`config.mk`:
```
export PLATFORM = sky130hd
export DESIGN_NAME = data_mem_responder_flat
export DESIGN_NICKNAME = d
export VERILOG_FILES = /design/src/rtl/data_mem_responder_if.sv /design/src/rtl/data_mem_responder.sv /design/src/flat_wrapper.sv
export SDC_FILE = /design/constraint.sdc
export NUM_CORES = 2
export LEC_CHECK = 0
export CORE_MARGIN = 3
export CORE_UTILIZATION = 40
export CTS_CLUSTER_DIAMETER = 40
export CTS_CLUSTER_SIZE = 30
export DETAILED_ROUTE_END_ITERATION = 10
export DONT_BUFFER_PORTS = 1
export PLACE_DENSITY = 0.55
export SLEW_MARGIN = 20
export SYNTH_ARGS = -nofsm -noshare
export SYNTH_HDL_FRONTEND = slang
export SYNTH_SLANG_ARGS = --single-unit
```
`constraint.sdc`:
```
create_clock -name clk -period 3.9 [get_ports clk]
set_input_delay 0.585 -clock clk [delete_from_list [all_inputs] [get_ports clk]]
set_output_delay 0.585 -clock clk [all_outputs]
set_load 0.005 [all_outputs]
```
`src/rtl/data_mem_responder_if.sv`:
```
// Request/response bundle between the core's load/store path and the data
// memory responder.
//   req_valid/req_ready : request handshake (core -> memory)
//   mem_read/mem_write  : request kind, qualified by req_valid
//   addr/wdata          : byte address and store data
//   rsp_valid           : one-cycle response pulse (memory -> core)
//   rdata/rsp_err       : load data and rejection flag, valid with rsp_valid
// Modports: master = core side, slave = memory side.
interface data_mem_responder_if;
  logic        req_valid;
  logic        req_ready;
  logic        mem_read;
  logic        mem_write;
  logic [15:0] addr;
  logic [15:0] wdata;
  logic        rsp_valid;
  logic [15:0] rdata;
  logic        rsp_err;

  modport master (
    output req_valid, mem_read, mem_write, addr, wdata,
    input  req_ready, rsp_valid, rdata, rsp_err
  );

  modport slave (
    input  req_valid, mem_read, mem_write, addr, wdata,
    output req_ready, rsp_valid, rdata, rsp_err
  );
endinterface

```
`src/rtl/data_mem_responder.sv`:
```
// Word-addressed 16-bit data memory responding to the core's load/store
// requests. One request is accepted at a time, WAIT_CYCLES wait states are
// inserted, the access is performed and a one-cycle response is returned.
//   clk   : system clock, rising edge
//   rst_n : asynchronous active-low reset (control and response registers)
//   bus   : slave side of data_mem_responder_if (request + response)
// Parameters:
//   ADDR_W      : word-address width, depth = 2**ADDR_W words
//   WAIT_CYCLES : wait states before each access, 0..15
module data_mem_responder #(
  parameter int ADDR_W      = 8,
  parameter int WAIT_CYCLES = 2
) (
  input  logic                 clk,
  input  logic                 rst_n,
  data_mem_responder_if.slave  bus
);

  localparam int DEPTH = 1 << ADDR_W;

  typedef enum logic [1:0] {
    IDLE = 2'd0,
    BUSY = 2'd1,
    RESP = 2'd2
  } state_t;

  state_t              state;
  state_t              state_nxt;
  logic [3:0]          cnt;
  logic [3:0]          cnt_nxt;
  logic                accept;
  logic                access;

  logic [15:0]         addr_p0;
  logic [15:0]         wdata_p0;
  logic                rd_p0;
  logic                wr_p0;
  logic                err_p0;
  logic [ADDR_W-1:0]   index_p0;

  logic [15:0]         mem [DEPTH];

  // A request is rejected when misaligned, beyond the array, or when it is
  // not exactly one of load/store.
  function automatic logic req_err(input logic [15:0] a,
                                   input logic        rd,
                                   input logic        wr);
    logic [15:0] hi;
    hi = a >> (ADDR_W + 1);
    return a[0] | (hi != 16'd0) | (rd == wr);
  endfunction

  assign bus.req_ready = (state == IDLE);
  assign accept        = bus.req_valid && (state == IDLE);
  assign access        = (state == BUSY) && (cnt == 4'd0);
  assign index_p0      = addr_p0[ADDR_W:1];
  assign err_p0        = req_err(addr_p0, rd_p0, wr_p0);

  always_comb begin
    state_nxt = state;
    cnt_nxt   = cnt;
    case (state)
      IDLE: begin
        if (accept) begin
          state_nxt = BUSY;
          cnt_nxt   = 4'(WAIT_CYCLES);
        end
      end
      BUSY: begin
        if (cnt != 4'd0) begin
          cnt_nxt = cnt - 4'd1;
        end else begin
          state_nxt = RESP;
        end
      end
      RESP:    state_nxt = IDLE;
      default: state_nxt = IDLE;
    endcase
  end

  always_ff @(posedge clk or negedge rst_n) begin
    if (!rst_n) begin
      state <= IDLE;
      cnt   <= 4'd0;
    end else begin
      state <= state_nxt;
      cnt   <= cnt_nxt;
    end
  end

  // Stage p0: request captured at accept, held through the wait states.
  always_ff @(posedge clk) begin
    if (accept) begin
      addr_p0  <= bus.addr;
      wdata_p0 <= bus.wdata;
      rd_p0    <= bus.mem_read;
      wr_p0    <= bus.mem_write;
    end
  end

  // Stage p1: access edge. Storage write and registered response share it,
  // so a load accepted after a store always sees the stored value.
  always_ff @(posedge clk) begin
    if (access && !err_p0 && wr_p0) begin
      mem[index_p0] <= wdata_p0;
    end
  end

  always_ff @(posedge clk or negedge rst_n) begin
    if (!rst_n) begin
      bus.rsp_valid <= 1'b0;
      bus.rdata     <= 16'h0000;
      bus.rsp_err   <= 1'b0;
    end else begin
      bus.rsp_valid <= access;
      if (access) begin
        bus.rdata   <= (err_p0 || wr_p0) ? 16'h0000 : mem[index_p0];
        bus.rsp_err <= err_p0;
      end
    end
  end

endmodule
```
`src/flat_wrapper.sv`:
```
// flat-port wrapper written by rule: the top's interface ports become plain ports
module data_mem_responder_flat 
#(
  parameter int ADDR_W      = 8,
  parameter int WAIT_CYCLES = 2
)
  (clk, rst_n, bus_req_valid, bus_mem_read, bus_mem_write, bus_addr, bus_wdata, bus_req_ready, bus_rsp_valid, bus_rdata, bus_rsp_err);
  data_mem_responder_if bus_i ();
  input  logic clk;
  input  logic rst_n;
  input wire logic [$bits(bus_i.req_valid)-1:0] bus_req_valid;
  input wire logic [$bits(bus_i.mem_read)-1:0] bus_mem_read;
  input wire logic [$bits(bus_i.mem_write)-1:0] bus_mem_write;
  input wire logic [$bits(bus_i.addr)-1:0] bus_addr;
  input wire logic [$bits(bus_i.wdata)-1:0] bus_wdata;
  output wire logic [$bits(bus_i.req_ready)-1:0] bus_req_ready;
  output wire logic [$bits(bus_i.rsp_valid)-1:0] bus_rsp_valid;
  output wire logic [$bits(bus_i.rdata)-1:0] bus_rdata;
  output wire logic [$bits(bus_i.rsp_err)-1:0] bus_rsp_err;
  assign bus_i.req_valid = bus_req_valid;
  assign bus_i.mem_read = bus_mem_read;
  assign bus_i.mem_write = bus_mem_write;
  assign bus_i.addr = bus_addr;
  assign bus_i.wdata = bus_wdata;
  assign bus_req_ready = bus_i.req_ready;
  assign bus_rsp_valid = bus_i.rsp_valid;
  assign bus_rdata = bus_i.rdata;
  assign bus_rsp_err = bus_i.rsp_err;
  data_mem_responder #(.ADDR_W(ADDR_W), .WAIT_CYCLES(WAIT_CYCLES)) u_core (.clk(clk), .rst_n(rst_n), .bus(bus_i));
endmodule
```
=== Yosys cells after proc, flatten, opt, wreduce, memory -nomap -nowiden ===
Memory sizes are Yosys's and may differ from the RTL's. A register that Yosys moved wholly into a read port is not among the register bits.
Index checks and enable logic that the tools add are counted.

* Bitwise logic cells: 2
* $add $sub $neg: 1
* Reduce and logical (&&, ||, !) cells: 13
* Eq/ne operators: 5
* Multiplexer cells: 10

{| class="wikitable"
|+ Operators with widths
! operator !! count
|-
| 16-bit 2-to-1 mux || 1
|-
| 16-bit nonzero test || 1
|-
| 4-bit 2-to-1 mux || 2
|-
| 8-bit 2-to-1 mux || 1
|-
| 4-bit one-hot mux with 2 select lines || 1
|-
| 1-bit logical AND || 4
|-
| 4-bit zero test || 1
|-
| 2-bit 2-to-1 mux || 2
|-
| 2-bit != test (second input constant) || 2
|-
| 2-bit one-hot mux with 2 select lines || 1
|-
| 4-bit nonzero test || 1
|-
| 4-bit by 1-bit subtractor with 4-bit output (second input constant) || 1
|-
| 3-bit AND reduction || 1
|-
| 2-bit by 1-bit equality test with 1-bit output (second input constant) || 1
|-
| 2-bit zero test || 1
|-
| 1-bit 2-to-1 mux || 2
|-
| 2-bit by 1-bit != test with 1-bit output (second input constant) || 1
|-
| 1-bit bitwise OR || 2
|-
| 2-bit AND reduction || 1
|-
| 2-bit nonzero test || 1
|-
| 1-bit equality test || 1
|-
| 1-bit zero test || 1
|-
| 1-bit logical OR || 1
|}

* Memories: 1
* Input bits: 37
* Register bits: 58
* Word-level logic and storage cells: 41
* Output and inout bits: 19
* Bits in writable memories: 4,096

{| class="wikitable"
|+ Memory list
! memory !! words !! width !! read ports !! clocked after memory_dff !! wr ports !! line !! text
|-
| u_core.mem || 256 || 16 || 1 || 1 || 1 || data_mem_responder.sv:41 || <nowiki>logic [15:0] mem [DEPTH];</nowiki>
|}

=== Longest topological paths before layout ===
* Depth after elaboration: 8
* Mapped depth: 13
* Mapped depth without buffers: 10

=== Worst setup path before layout ===
Ideal clock, no wire load.

* Path kind: reg-to-reg
* Start point: register u_core.wdata_p0[0]
* End point: memory u_core.mem[0][0], data pin
* Setup time: 817 ps
* Required time: 3,083 ps
* Period minus slack after synthesis: 4,046 ps
* Path buffers: 0
* Stages on the path, launching flop included: 1
* Arrival time: 3,228 ps
* Slack: -146 ps
* Cells stage by stage: edfxtp_1

{| class="wikitable"
|+ RTL lines
! element !! line !! text
|-
| start, declared || data_mem_responder.sv:35 || <nowiki>logic [15:0] wdata_p0;</nowiki>
|-
| start signal, assigned || data_mem_responder.sv:95 || <nowiki>wdata_p0 <= bus.wdata;</nowiki>
|-
| end, declared || data_mem_responder.sv:41 ||
|}

Straight into the memory's write port.

==> flow_metrics.tcl <==
set metrics [dict create \
    die_w_um 641 \
    cts_sinks 4162 \
    seq_area_frac_synth_pct 77.3 \
    clock_path_buffers 4 \
    ys_dominant_reg_cell "edfxtp_1" \
    rows 232 \
    worst-path-stages 10 \
    cp_cell_sequence "buf_12, buf_4, mux2_2, a221oi_1, buf_4, nand2_1, a311oi_1, o21ai_0, a41oi_1, o41ai_1" \
    synth_edf_count 4130 \
    io_pins 56 \
    min_period_ns 3.90 \
    syn_inst 7684 \
    netlist_area_sq_mm 0.161 \
    wirelength_um 468000 \
    fin_cells 14300 \
    setup_viol 1 \
    fin_skew_ns 0.0587 \
    cts-htree-levels 6 \
    ys_warn_count 0 \
    worst_pin_slew_ns 1.22 \
    ant_nets 0 \
    final-max-slew-violation-count 0 \
    grt_usage_pct 22.4 \
    async_flop_share_pct 0.577 \
    violations "setup timing" \
    grt_pass1_wl_um 653000 \
    clk_latency_ns 1.04 \
    dr_total_vias 84000 \
    place_area_sq_mm 0.172 \
    relSlewSlack_pct 18.7 \
    critPathKind "register to register" \
    cap_violations 0 \
    wire_per_inst_um 32.7 \
    final.fill_count 32700 \
    r2r_end "u_core.bus.rdata[10]$_DFFE_PN0P_" \
    fmax_ghz 0.256 \
    nets 8607 \
    rsz0062_at_grt "false" \
    root_buffer "clkbuf_16" \
    power.density_mw_per_mm2 605 \
    ir_drop_uv 488 \
    hpwlAfterDp_um 285000 \
    post-route-drc-count 0 \
    worstRegToRegCells 10 \
    fin_area_sq_mm 0.191 \
    core_region_area_sq_mm 0.401 \
    path_buf_inv 3 \
    synth_nets 7723 \
    die-area_sq_mm 0.411 \
    synth_area_per_cell_sq_um 21.0 \
    critPathCapture "u_core.bus.rdata[10]$_DFFE_PN0P_" \
    critical-path-slowest-cell "a311oi_1" \
    grt_pass1_vias 83500 \
    dpl.cell_count 13200 \
    final_layout_size_suffix_gt1_share_pct 28.3 \
    max_stage_delay_ns 0.95 \
    antenna_found_initial 34 \
    cp_common_cell "buf_4" \
    grt_overflow 0 \
    die-height_um 641 \
    regArea_sq_mm 0.125 \
    first_iter_violations 10600 \
    cp-end-kind "register" \
    period_share_pct 100 \
    arrival_ns 4.78 \
    worstPathRequired_ns 4.78 \
    cts_tree "yes" \
    tritoncts.num_buffers 533 \
    hold_viol 0 \
    ys_types 79 \
    crit_family "compound AO/OA/AOI/OAI gates" \
    crit_fanout 18 \
    areaGrowthSynthToFinish_pct 18.5 \
    multi_input_area_sq_mm 0.0336 \
    first_pass_iters 5 \
    initial_core_util_pct 40.3 \
    synth-seq-cells 4162 \
    fin_ws_ns -0.00237 \
    gp_congestion 0.852 \
    r2r_slack_ns -0.002 \
    outcome "finished, violations left" \
    portBuffers 0 \
    grt_start_max_net_pins 149 \
    min_path_type "input pin to asynchronous set/reset pin" \
    worstSetupStartpointType "register" \
    leakagePower_nw 61.8 \
    clkTransAtPathRegs_ns 0.06 \
    viasPerCell 5.88 \
]
==> logic make-up (layout without fill, tap and decap cells) <==
family / count (synthesis) / count (layout) / synth area share (%)
flops: 4162 / 4162 / 77.3
mux: 1365 / 1365 / 14.5
compound gates: 900 / 900 / 3.93
simple gates: 784 / 784 / 2.15
buf+inv: 468 / 1793 / 2.01
xor+xnor: 3 / 3 / 0.0163
fa+ha+maj: 2 / 2 / 0.0155
other cells: 0 / 13 / 0
==> flip-flops by register name, indices dropped and copies added, names as in the netlist, named ones only <==
signal,count
u_core.bus.rdata,16
u_core.rd_p0,1
u_core.cnt,4
u_core.state,2
u_core.addr_p0,16
u_core.wr_p0,1
u_core.bus.rsp_valid,1
u_core.bus.rsp_err,1
u_core.wdata_p0,16
u_core.mem,4096
==> cells in the final DEF (no fill, tap or decap), drive strengths merged, types with 32 or more instances in the layout <==
master	n
a22oi	93
o221ai	145
nand3	37
nor4	32
clkinv	178
o22ai	131
mux2	77
buf	763
clkbuf	609
edfxtp	4130
clkinvlp	53
mux2i	524
mux4	764
inv	97
a221oi	43
o21ai	98
a21oi	162
nand2	192
a211oi	35
bufinv	57
dlygate4sd3	36
nor3	102
nor2	334
==> metrics by stage <==
step | hold WS [ns] | setup WS, ns | total power [W] | util [%] | setup TNS [ns]
after global placement | 0.291 | -0.297 | 0.0665 | 43.0 | -1.23
after CTS | 0.0475 | 0.0195 | 0.116 | 47.6 | 0
final | 0.0847 | -0.00237 | 0.116 | 47.7 | -0.00237
after global routing | 0.0659 | 0.00748 | 0.119 | 47.7 | 0
after floorplan | 0.289 | -0.146 | 0.0605 | - | -596.89
after detailed placement | 0.291 | -0.277 | 0.0666 | 43.0 | -0.886
==> where the power goes <==
group	leakage, nW	switching [W]	internal (W)	total, W
clock	8.74	0.0197	0.0300	0.0497
combinational	15.6	0.0100	0.00573	0.0157
sequential	37.5	0.000279	0.0500	0.0503
==> cells in the mapped netlist, drive strengths merged, types with 5 or more instances <==
library cell / count / area [sq um]
o21a: 8 / 60.1
and2: 17 / 106
and3: 8 / 50.1
a31oi: 27 / 169
inv: 12 / 45.1
dfxtp: 8 / 160
o21ai: 98 / 490
o211ai: 25 / 188
nand2b: 9 / 56.3
nor2b: 20 / 133
o22a: 5 / 43.8
dfrtp: 24 / 601
a41oi: 11 / 96.3
o31ai: 17 / 128
a21oi: 162 / 811
a22oi: 93 / 698
nor2: 334 / 1250
nand3: 37 / 185
a22o: 26 / 228
nor3: 102 / 510
a211oi: 35 / 263
buf: 309 / 2600
a311oi: 9 / 78.8
o311ai: 7 / 61.3
nand2: 192 / 721
o22ai: 131 / 820
edfxtp: 4130 / 124000
a2bb2oi: 14 / 123
or3: 7 / 43.8
o221ai: 145 / 1290
and4: 5 / 43.8
mux2: 77 / 867
a221oi: 43 / 383
clkbuf: 145 / 572
nor3b: 5 / 37.5
a2111oi: 10 / 93.8
mux2i: 524 / 5250
mux4: 764 / 17300
nor4: 32 / 206
o41ai: 7 / 61.3
a211o: 9 / 78.8
==> repair_timing <==
item,in CTS,in global routing
pin swaps,0,1
hold buffers,37,0
hold endpoints to repair,69,0
setup endpoints to repair,9,168
cloned,0,6
setup buffers,1,11
gates resized for setup,9,12
==> routing by layer <==
layer | vias up | track usage, % | share of wire [%]
li1 | 34300 | - | -
met1 | 45400 | 32.1 | 42
met2 | 3691 | 34.8 | 47
met3 | 651 | 4.07 | 8.0
met4 | 4 | 6.80 | 3.2
met5 | - | 0 | 0.0058
==> how the worst min path moves through the flow <==
stage                from                                to  slack [ns]  depth (start not counted)
floorplan           rst_n   u_core.bus.rdata[0]$_DFFE_PN0P_        0.29                          0
global placement    rst_n         u_core.cnt[2]$_DFFE_PN0P_        0.29                          0
detailed placement  rst_n         u_core.cnt[0]$_DFFE_PN0P_        0.29                          0
CTS                 rst_n  u_core.bus.rdata[15]$_DFFE_PN0P_        0.05                          2
global route        rst_n  u_core.bus.rdata[15]$_DFFE_PN0P_        0.07                          2
finish              rst_n       u_core.state[1]$_DFFE_PN0P_        0.08                          2
==> final cells by class <==
cell class                      instances  share of cell area, %
Sequential cell                      4162                   65.3
Multi-Input combinational cell       3054                   17.6
Clock buffer                          603                   7.27
Timing Repair Buffer                  805                   4.16
Tap cell                             5265                   3.44
Clock inverter                        373                   2.24
Inverter                               12                 0.0275
Antenna cell                           13                 0.0170
No activity file was read; power rests on OpenSTA's default activity.
